## config.mk

```make
export PLATFORM = sky130hd
export DESIGN_NAME = mem_port_arbiter
export DESIGN_NICKNAME = d
export VERILOG_FILES = /design/src/rtl/riscv_pkg.sv /design/src/rtl/mem_watchdog.sv /design/src/rtl/mem_port_arbiter.sv
export SDC_FILE = /design/constraint.sdc
export NUM_CORES = 1
export LEC_CHECK = 0
export ABC_AREA = 1
export ABC_CLOCK_PERIOD_IN_PS = 2610
export CAP_MARGIN = 30
export CORE_MARGIN = 4
export CORE_UTILIZATION = 36
export CTS_CLUSTER_DIAMETER = 120
export DETAILED_ROUTE_END_ITERATION = 7
export GPL_ROUTABILITY_DRIVEN = 0
export PLACE_DENSITY = 0.89
export SYNTH_ARGS = -nofsm -noshare
export SYNTH_HDL_FRONTEND = slang
export SYNTH_HIERARCHICAL = 1
export SYNTH_SLANG_ARGS = --single-unit
export TNS_END_PERCENT = 5
```

## constraint.sdc

```tcl
create_clock -name clk -period 2.61 [get_ports clk]
set_input_delay 0.522 -clock clk [delete_from_list [all_inputs] [get_ports clk]]
set_output_delay 0.522 -clock clk [all_outputs]
set_load 0.03 [all_outputs]
```

## src/rtl/riscv_pkg.sv

```systemverilog
// Shared types and constants for the memory-port arbiter and its watchdog.
package riscv_pkg;

  typedef enum logic [1:0] {
    IDLE  = 2'd0,
    FETCH = 2'd1,
    DATA  = 2'd2
  } arb_state_e;

  localparam int TIMEOUT_DEFAULT    = 256;
  localparam int FAIR_LIMIT_DEFAULT = 3;

  // Returned to the fetch stage when a fetch is aborted, so the pipeline
  // executes a harmless addi x0,x0,0 instead of garbage.
  localparam logic [31:0] NOP_INSTR = 32'h0000_0013;

  localparam logic [31:0] DATA_ABORT_VALUE = 32'h0000_0000;

  // Saturating increment used by the fairness counter.
  function automatic logic [1:0] sat_inc2(input logic [1:0] value, input logic [1:0] limit);
    return (value >= limit) ? limit : value + 2'd1;
  endfunction

endpackage

```

## src/rtl/mem_watchdog.sv

```systemverilog
// Counts cycles spent waiting on the shared memory port and flags the cycle
// on which the access has to be abandoned.
module mem_watchdog
  import riscv_pkg::*;
#(
  parameter int TIMEOUT = TIMEOUT_DEFAULT
) (
  input  logic clk,
  input  logic reset,
  input  logic clear,
  input  logic busy,
  input  logic ack,
  output logic expired
);

  localparam int CW = (TIMEOUT > 1) ? $clog2(TIMEOUT) : 1;
  localparam logic [CW-1:0] LAST_WAIT = CW'(TIMEOUT - 1);

  logic [CW-1:0] wait_cnt_q;
  logic [CW-1:0] wait_cnt_d;

  // Restart on every grant, advance on each busy cycle that lacks an ack.
  always_comb begin
    wait_cnt_d = wait_cnt_q;
    if (clear) begin
      wait_cnt_d = '0;
    end else if (busy && !ack) begin
      wait_cnt_d = wait_cnt_q + 1'b1;
    end
  end

  // Wait counter register.
  always_ff @(posedge clk or posedge reset) begin
    if (reset) begin
      wait_cnt_q <= '0;
    end else begin
      wait_cnt_q <= wait_cnt_d;
    end
  end

  assign expired = busy && !ack && (wait_cnt_q == LAST_WAIT);

endmodule

```

## src/rtl/mem_port_arbiter.sv

```systemverilog
// Arbitrates the instruction-fetch and data-memory requesters onto a single
// shared memory port, with data priority bounded by a fairness limit and a
// watchdog that aborts accesses the memory never acknowledges.
module mem_port_arbiter
  import riscv_pkg::*;
#(
  parameter int TIMEOUT    = TIMEOUT_DEFAULT,
  parameter int FAIR_LIMIT = FAIR_LIMIT_DEFAULT
) (
  input  logic        clk,
  input  logic        reset,
  input  logic        if_req,
  input  logic [31:0] if_addr,
  output logic        if_ready,
  output logic [31:0] if_rdata,
  input  logic        dm_req,
  input  logic        dm_we,
  input  logic [31:0] dm_addr,
  input  logic [31:0] dm_wdata,
  output logic        dm_ready,
  output logic [31:0] dm_rdata,
  output logic        mem_req,
  output logic        mem_we,
  output logic [31:0] mem_addr,
  output logic [31:0] mem_wdata,
  input  logic [31:0] mem_rdata,
  input  logic        mem_ack,
  output logic        stall_pipe,
  output logic        err_timeout
);

  localparam logic [1:0] FAIR_MAX = 2'(FAIR_LIMIT);

  arb_state_e  state_q, state_d;
  logic        mem_we_q, mem_we_d;
  logic [31:0] mem_addr_q, mem_addr_d;
  logic [31:0] mem_wdata_q, mem_wdata_d;
  logic [1:0]  fair_cnt_q, fair_cnt_d;
  logic        err_timeout_q, err_timeout_d;
  logic        grant;
  logic        expired;

  mem_watchdog #(
    .TIMEOUT(TIMEOUT)
  ) u_watchdog (
    .clk    (clk),
    .reset  (reset),
    .clear  (grant),
    .busy   (mem_req),
    .ack    (mem_ack),
    .expired(expired)
  );

  // Grant decision in IDLE, completion/abort handling while an access is open.
  always_comb begin
    state_d       = state_q;
    mem_we_d      = mem_we_q;
    mem_addr_d    = mem_addr_q;
    mem_wdata_d   = mem_wdata_q;
    fair_cnt_d    = fair_cnt_q;
    err_timeout_d = err_timeout_q;
    grant         = 1'b0;
    if_ready      = 1'b0;
    if_rdata      = 32'h0;
    dm_ready      = 1'b0;
    dm_rdata      = 32'h0;

    case (state_q)
      IDLE: begin
        if (dm_req && !((fair_cnt_q == FAIR_MAX) && if_req)) begin
          state_d     = DATA;
          grant       = 1'b1;
          mem_we_d    = dm_we;
          mem_addr_d  = dm_addr;
          mem_wdata_d = dm_wdata;
          fair_cnt_d  = if_req ? sat_inc2(fair_cnt_q, FAIR_MAX) : 2'd0;
        end else if (if_req) begin
          state_d     = FETCH;
          grant       = 1'b1;
          mem_we_d    = 1'b0;
          mem_addr_d  = if_addr;
          mem_wdata_d = 32'h0;
          fair_cnt_d  = 2'd0;
        end
      end

      FETCH: begin
        if (mem_ack) begin
          if_ready = 1'b1;
          if_rdata = mem_rdata;
          state_d  = IDLE;
        end else if (expired) begin
          if_ready      = 1'b1;
          if_rdata      = NOP_INSTR;
          err_timeout_d = 1'b1;
          state_d       = IDLE;
        end
      end

      DATA: begin
        if (mem_ack) begin
          dm_ready = 1'b1;
          dm_rdata = mem_rdata;
          state_d  = IDLE;
        end else if (expired) begin
          dm_ready      = 1'b1;
          dm_rdata      = DATA_ABORT_VALUE;
          err_timeout_d = 1'b1;
          state_d       = IDLE;
        end
      end

      default: begin
        state_d = IDLE;
      end
    endcase
  end

  // State, latched transaction fields, fairness counter and sticky error.
  always_ff @(posedge clk or posedge reset) begin
    if (reset) begin
      state_q       <= IDLE;
      mem_we_q      <= 1'b0;
      mem_addr_q    <= 32'h0;
      mem_wdata_q   <= 32'h0;
      fair_cnt_q    <= 2'd0;
      err_timeout_q <= 1'b0;
    end else begin
      state_q       <= state_d;
      mem_we_q      <= mem_we_d;
      mem_addr_q    <= mem_addr_d;
      mem_wdata_q   <= mem_wdata_d;
      fair_cnt_q    <= fair_cnt_d;
      err_timeout_q <= err_timeout_d;
    end
  end

  assign mem_req     = (state_q != IDLE);
  assign mem_we      = mem_we_q;
  assign mem_addr    = mem_addr_q;
  assign mem_wdata   = mem_wdata_q;
  assign err_timeout = err_timeout_q;
  assign stall_pipe  = (if_req & ~if_ready) | (dm_req & ~dm_ready);

endmodule

```

Word-level counts from Yosys, hierarchy flattened

Index checks and enable logic that the tools add are counted.

Flip-flop bits (word level): 78
Bits in latches: 0
Memory bits (writable): 0
Bits in read-only memories: 0
Bits of input ports: 134
Output and inout port bits: 134
Memories kept: 0

$add $sub $neg: 2
Multipliers: 0
Div/mod/pow operators: 0
$lt $le $gt $ge: 1
Eq/ne operators: 6
Shift operators: 0
Muxes and demuxes: 29
Bitwise gates (word level): 6
Reduce and logical (&&, ||, !) cells: 14

Operator list:

| cell                                                                     | number |
|---|---|
| 32-bit 2-to-1 mux                                                        | 8 |
| 2-bit 2-to-1 mux                                                         | 8 |
| 8-bit 2-to-1 mux                                                         | 2 |
| 1-bit 2-to-1 mux                                                         | 9 |
| 8-bit by 1-bit adder with 8-bit output (second input constant)           | 1 |
| 8-bit == test (second input constant)                                    | 1 |
| 2-bit nonzero test                                                       | 3 |
| 5-bit 2-to-1 mux                                                         | 1 |
| 2-bit == test (second input constant)                                    | 2 |
| 1-bit logical AND                                                        | 4 |
| 2-bit case mux with 2 select lines                                       | 1 |
| 2-bit AND reduction                                                      | 2 |
| 3-bit by 1-bit inequality test with 1-bit output (second input constant) | 1 |
| 3-bit inequality test (second input constant)                            | 1 |
| 1-bit NOT                                                                | 3 |
| 3-bit AND reduction                                                      | 1 |
| 2-bit by 1-bit adder with 2-bit output (second input constant)           | 1 |
| 1-bit bitwise AND                                                        | 2 |
| 2-bit by 1-bit == test with 1-bit output (second input constant)         | 1 |
| 2-bit greater-or-equal comparator (second input constant)                | 1 |
| 1-bit logical NOT                                                        | 2 |
| 2-bit logical NOT                                                        | 1 |
| 2-bit OR reduction                                                       | 1 |
| 1-bit OR                                                                 | 1 |

Depth between registers and ports, before layout

Depth after elaboration: 9
Mapped depth: 11

By module

Netlist, hierarchy kept.

By module, submodules not included:

| module           | times used | cells an instance | area each (um2) | seq. area each (um2) |
|---|---|---|---|---|
| mem_port_arbiter | 1          | 474               | 3,523.4         | 1,751.7 |
| mem_watchdog     | 1          | 59                | 442.9           | 200.2 |

Worst setup path after synthesis

No wires, ideal clock.

Kind: reg-to-output
From: register state_q[0]
To: output port stall_pipe
Arrival: 2.378 ns
Required time: 2.088 ns
Path slack: -0.290 ns
Cell stages (with the launch flop): 11
Path buffers: 0
Cell sequence: dfrtp_1 inv_1 ha_1 inv_1 nand2_4 nor2_4 nand2_1 nor2_1 nor2_1 nor2_1 o21ai_0

Cells in the longest elaborated chain, start to end: 9
Elaborated cells between the ends (all ways): 14

RTL lines:

| what                            | line                    | RTL |
|---|---|---|
| start: declaration              | mem_port_arbiter.sv:34  | `arb_state_e state_q, state_d;` |
| start signal: assignment        | mem_port_arbiter.sv:129 | `state_q <= state_d;` |
| 2-bit nonzero test              | mem_port_arbiter.sv:138 | `assign mem_req = (state_q != IDLE);` |
| net mem_req                     | mem_port_arbiter.sv:22  | `output logic mem_req,` |
| 1-bit logical AND (2 in series) | mem_watchdog.sv:41      | `assign expired = busy && !ack && (wait_cnt_q == LAST_WAIT);` |
| net expired                     | mem_port_arbiter.sv:41  | `logic expired;` |
| 1-bit 2-to-1 mux                | mem_port_arbiter.sv:105 | `end else if (expired) begin` |
| 1-bit 2-to-1 mux                | mem_port_arbiter.sv:101 | `if (mem_ack) begin` |
| 1-bit 2-to-1 mux                | mem_port_arbiter.sv:68  | `case (state_q)` |
| net dm_ready                    | mem_port_arbiter.sv:20  | `output logic dm_ready,` |
| 1-bit NOT                       | mem_port_arbiter.sv:143 | `assign stall_pipe = (if_req & ~if_ready) \| (dm_req & ~dm_ready);` |
| 1-bit bitwise AND               | mem_port_arbiter.sv:143 |  |
| 1-bit OR                        | mem_port_arbiter.sv:143 |  |
| end: declaration                | mem_port_arbiter.sv:28  | `output logic stall_pipe,` |

The timed path passes the listed nets, and every way through them passes these cells.

Final worst setup path

From: input port mem_ack
To: output port if_rdata[0]

Cells in the longest elaborated chain, start to end: 6

RTL lines:

| what                            | line                   | RTL |
|---|---|---|
| start: declaration              | mem_port_arbiter.sv:27 | `input logic mem_ack,` |
| 1-bit logical NOT               | mem_watchdog.sv:41     |  |
| 1-bit logical AND (2 in series) | mem_watchdog.sv:41     |  |
| net expired                     | mem_port_arbiter.sv:41 |  |
| 5-bit 2-to-1 mux                | mem_port_arbiter.sv:92 | `end else if (expired) begin` |
| 32-bit 2-to-1 mux               | mem_port_arbiter.sv:88 | `if (mem_ack) begin` |
| 32-bit 2-to-1 mux               | mem_port_arbiter.sv:68 |  |
| end: declaration                | mem_port_arbiter.sv:15 | `output logic [31:0] if_rdata,` |

The timed path passes the listed nets, and every way through them passes these cells.

==> results.toml <==
[run]
cap_violations = 0

[sta]
setup_ws_ns = 0.124
fin_crit_ns = 2.49
relSlewSlack_pct = 71.4
setup_viol = 0
slew_viol_final = 0
skew_ns = 0.00864
tightest_slew_ns = 0.429
timing.fmax_mhz = 402
hold_viol_final = 0
fin_crit_sh_pct = 95.2

[hold_path]
min_path_type = "primary input to async pin"

[placed_design]
placed_area_mm2 = 0.00673
port_buffers = 267
dp_hpwl_mm = 11.3
place_ws_ns = -0.0773

[global_route]
overflow = 0
grt_util_all_layers_pct = 22.9
antenna_found_initial = 1
grt_pass1_wl_mm = 23.2
grt_max_degree = 67
grt_pass1_vias = 4690

[setup_path]
critical_path.top_delay_family = "buffers and inverters"
end_kind = "output pin"
crit_type = "primary input to output pin"
rrSetupSlack_ns = 0.71
cp-start-kind = "primary input"
cpPeakStageDelay_ns = 0.43
reg2reg_depth = 11
crit_slowest_cell = "clkdlybuf4s50_1"
path_cells = "clkdlybuf4s50_1 -> inv_1 -> nand2_4 -> nor2_4 -> nand2_2 -> nor2_4 -> o21ai_2 -> buf_4 -> a21oi_1 -> buf_4"
crit_required_ns = 2.09
crit_fanout = 3
r2r-end = "u_watchdog/wait_cnt_q[5]"
crit_buf_inv = 4
reg2reg_from = "state_q[0]"
worstPathArrival_ns = 1.96

[final_layout]
fin_nets = 938
nFillCells = 903
area_growth_pct = 75.6
post-route-util_pct = 64.5
drive_gt1_share_pct = 15.2
final_area_mm2 = 0.00697

[clock_network]
clock_latency_ns = 0.35
cts_made_buffers = 9
cts_root_buffer = "clkbuf_8"
clk_pin_slew_ns = 0.08
cts_buffer_depth = 2
cts_tree = "done"
holdBufCountCts = 0
h-tree-depth = 3
clock-sinks = 78

[power_and_ir_drop]
p_comb_share_pct = 60.7
power_density_mw_per_mm2 = 1050
ir_drop_mv = 0.677
p_leak_nw = 3.46
pwr-share-clk_pct = 11.2
internal_power_w = 0.00387
p_sw_w = 0.00345
p_sw_share_pct = 47.1
p_seq_share_pct = 28.2
power.total_w = 0.00732

[floorplan]
start_util_pct = 36.7
die_y_um = 113
die-area_mm2 = 0.0128
coreArea_mm2 = 0.0108
rows = 38
ioPinCount = 268
die_x_um = 113

[synth]
synth.most_common_cell = "nand3_1"
synth_edf_count = 0
synth_cell_types = 22
netlist_area_mm2 = 0.00397
synth_common_cells = "nand3_1 (139), nand2_1 (125), dfrtp_1 (78), nor2_1 (76), inv_1 (53)"
ys_seq_elements = 78
synth_top_area_share_pct = 49.2
yosys-top-cells-area = "dfrtp_1 (49%), nand3_1 (18%), nand2_1 (12%), nor2_1 (7.2%), inv_1 (5.0%)"
synthArstFlopShare_pct = 100
avgSynthCellArea_um2 = 7.44
yosysWarnings = 6
yosys.area.top_type = "dfrtp_1"
synth_top_flop_cell = "dfrtp_1"
syn-num-nets = 671
synthCells = 533
yosysSeqAreaShare_pct = 49.2

[detailed_routing]
viasPerCell = 4.82
routed_wl_mm = 14.7
wire_per_inst_um = 15.6
drc = 0
drt_iter0_drc = 261
antenna_left = 0
dr_total_vias = 4559
first_pass_iters = 4

[status]
status = "finished, final reports clean"
-- power by group through the flow --
stage	registers (W)	clock network, W	logic (W)
after floorplan	0.00307	0	0.00149
after global placement	0.00206	0	0.00438
after detailed placement	0.00208	0	0.00444
after CTS	0.00207	0.000844	0.00447
after global routing	0.00213	0.000897	0.00478
final	0.00206	0.000818	0.00444
-- what timing repair did --
action,CTS,global route
cloned,0,0
resized for setup,4,5
pin swaps,1,1
setup buffers,3,2
endpoints found under the setup margin,6,5
-- per-layer routing --
layer / vias up / GRT usage, % / wire length (um)
met5: - / 0 / 0
met1: 2090 / 24.3 / 5230
met4: 0 / 11.4 / 414
li1: 2216 / - / -
met2: 230 / 39.8 / 7470
met3: 23 / 8.72 / 1620
-- final cells by class --
| type | instances | area [um^2] | area share [%] |
|---|---|---|---|
| repair buffers | 290 | 2780 | 39.9 |
| clock buffers | 11 | 141 | 2.03 |
| inverters | 55 | 206 | 2.96 |
| flip-flops and latches | 78 | 1950 | 28.0 |
| clock inverters | 5 | 35.0 | 0.503 |
| well taps | 140 | 175 | 2.51 |
| multi-input cells | 366 | 1680 | 24.1 |
| diodes | 1 | 2.50 | 0.0359 |
-- through the flow --
step / hold WS, ns / cells / TNS [ns]
final: 0.468 / 946 / 0
after global routing: 0.483 / 946 / -0.000280
after CTS: 0.459 / 943 / 0
after detailed placement: 0.462 / 924 / -0.204
after global placement: 0.450 / 924 / -0.00406
after floorplan: 0.338 / 533 / -0.166
-- worst max-delay path by stage --
stage	endpoint	from	slack [ns]	cells after the start
after floorplan	if_rdata[0]	state_q[0]	-0.06	9
after global placement	if_rdata[0]	mem_ack	-0.004	10
after detailed placement	if_rdata[4]	mem_ack	-0.08	10
after CTS	if_rdata[4]	state_q[1]	0.03	11
after global routing	if_rdata[0]	state_q[0]	-0.0003	11
final	if_rdata[0]	mem_ack	0.12	10
-- sequential cells by signal, indices dropped and copies added (netlist names) --
| register | cells |
|---|---|
| mem_addr | 32 |
| err_timeout | 1 |
| mem_wdata | 32 |
| u_watchdog/wait_cnt_q | 8 |
| fair_cnt_q | 2 |
| mem_we | 1 |
| state_q | 2 |
-- logic make-up (layout without fill, tap and decap cells) --
kind of cell	count (synthesis)	count (layout)	share of synthesized area, %
buf+inv	89	361	9.34
other cells	0	1	0
xor+xnor	1	1	0.221
fa+ha+maj	4	4	1.26
flops	78	78	49.2
simple gates	347	347	38.1
compound gates	14	14	1.86
-- cell usage in the layout, fill, tap and decap left out --
cell	n
clkdlybuf4s50_1	200
nor2_1	74
nor3b_1	1
o21ai_2	2
o21ai_0	5
a21oi_2	1
nand3b_1	1
nand2_4	1
nor2_4	3
inv_2	4
clkinv_2	1
a21oi_1	5
nand3_1	138
clkinvlp_4	4
nand2_2	1
nor2_2	2
nand4_1	1
clkbuf_1	1
xor2_1	1
inv_1	50
a31o_2	1
nand3_2	1
clkinv_1	1
diode_2	1
ha_2	1
dfrtp_1	78
buf_12	8
ha_1	3
nand2_1	124
buf_4	82
clkbuf_8	10
-- worst reg2reg max path, cell delays in order, from the launching register on --
cell      delay, ns
dfrtp_1        0.38
inv_1          0.09
ha_2           0.21
inv_2          0.06
buf_4          0.16
nor2_4         0.12
buf_4          0.19
clkinv_1       0.23
nand2_1        0.16
nand3_1        0.08
nand2_1        0.06
nor2_1         0.04
(Power assumes the default switching activity.)
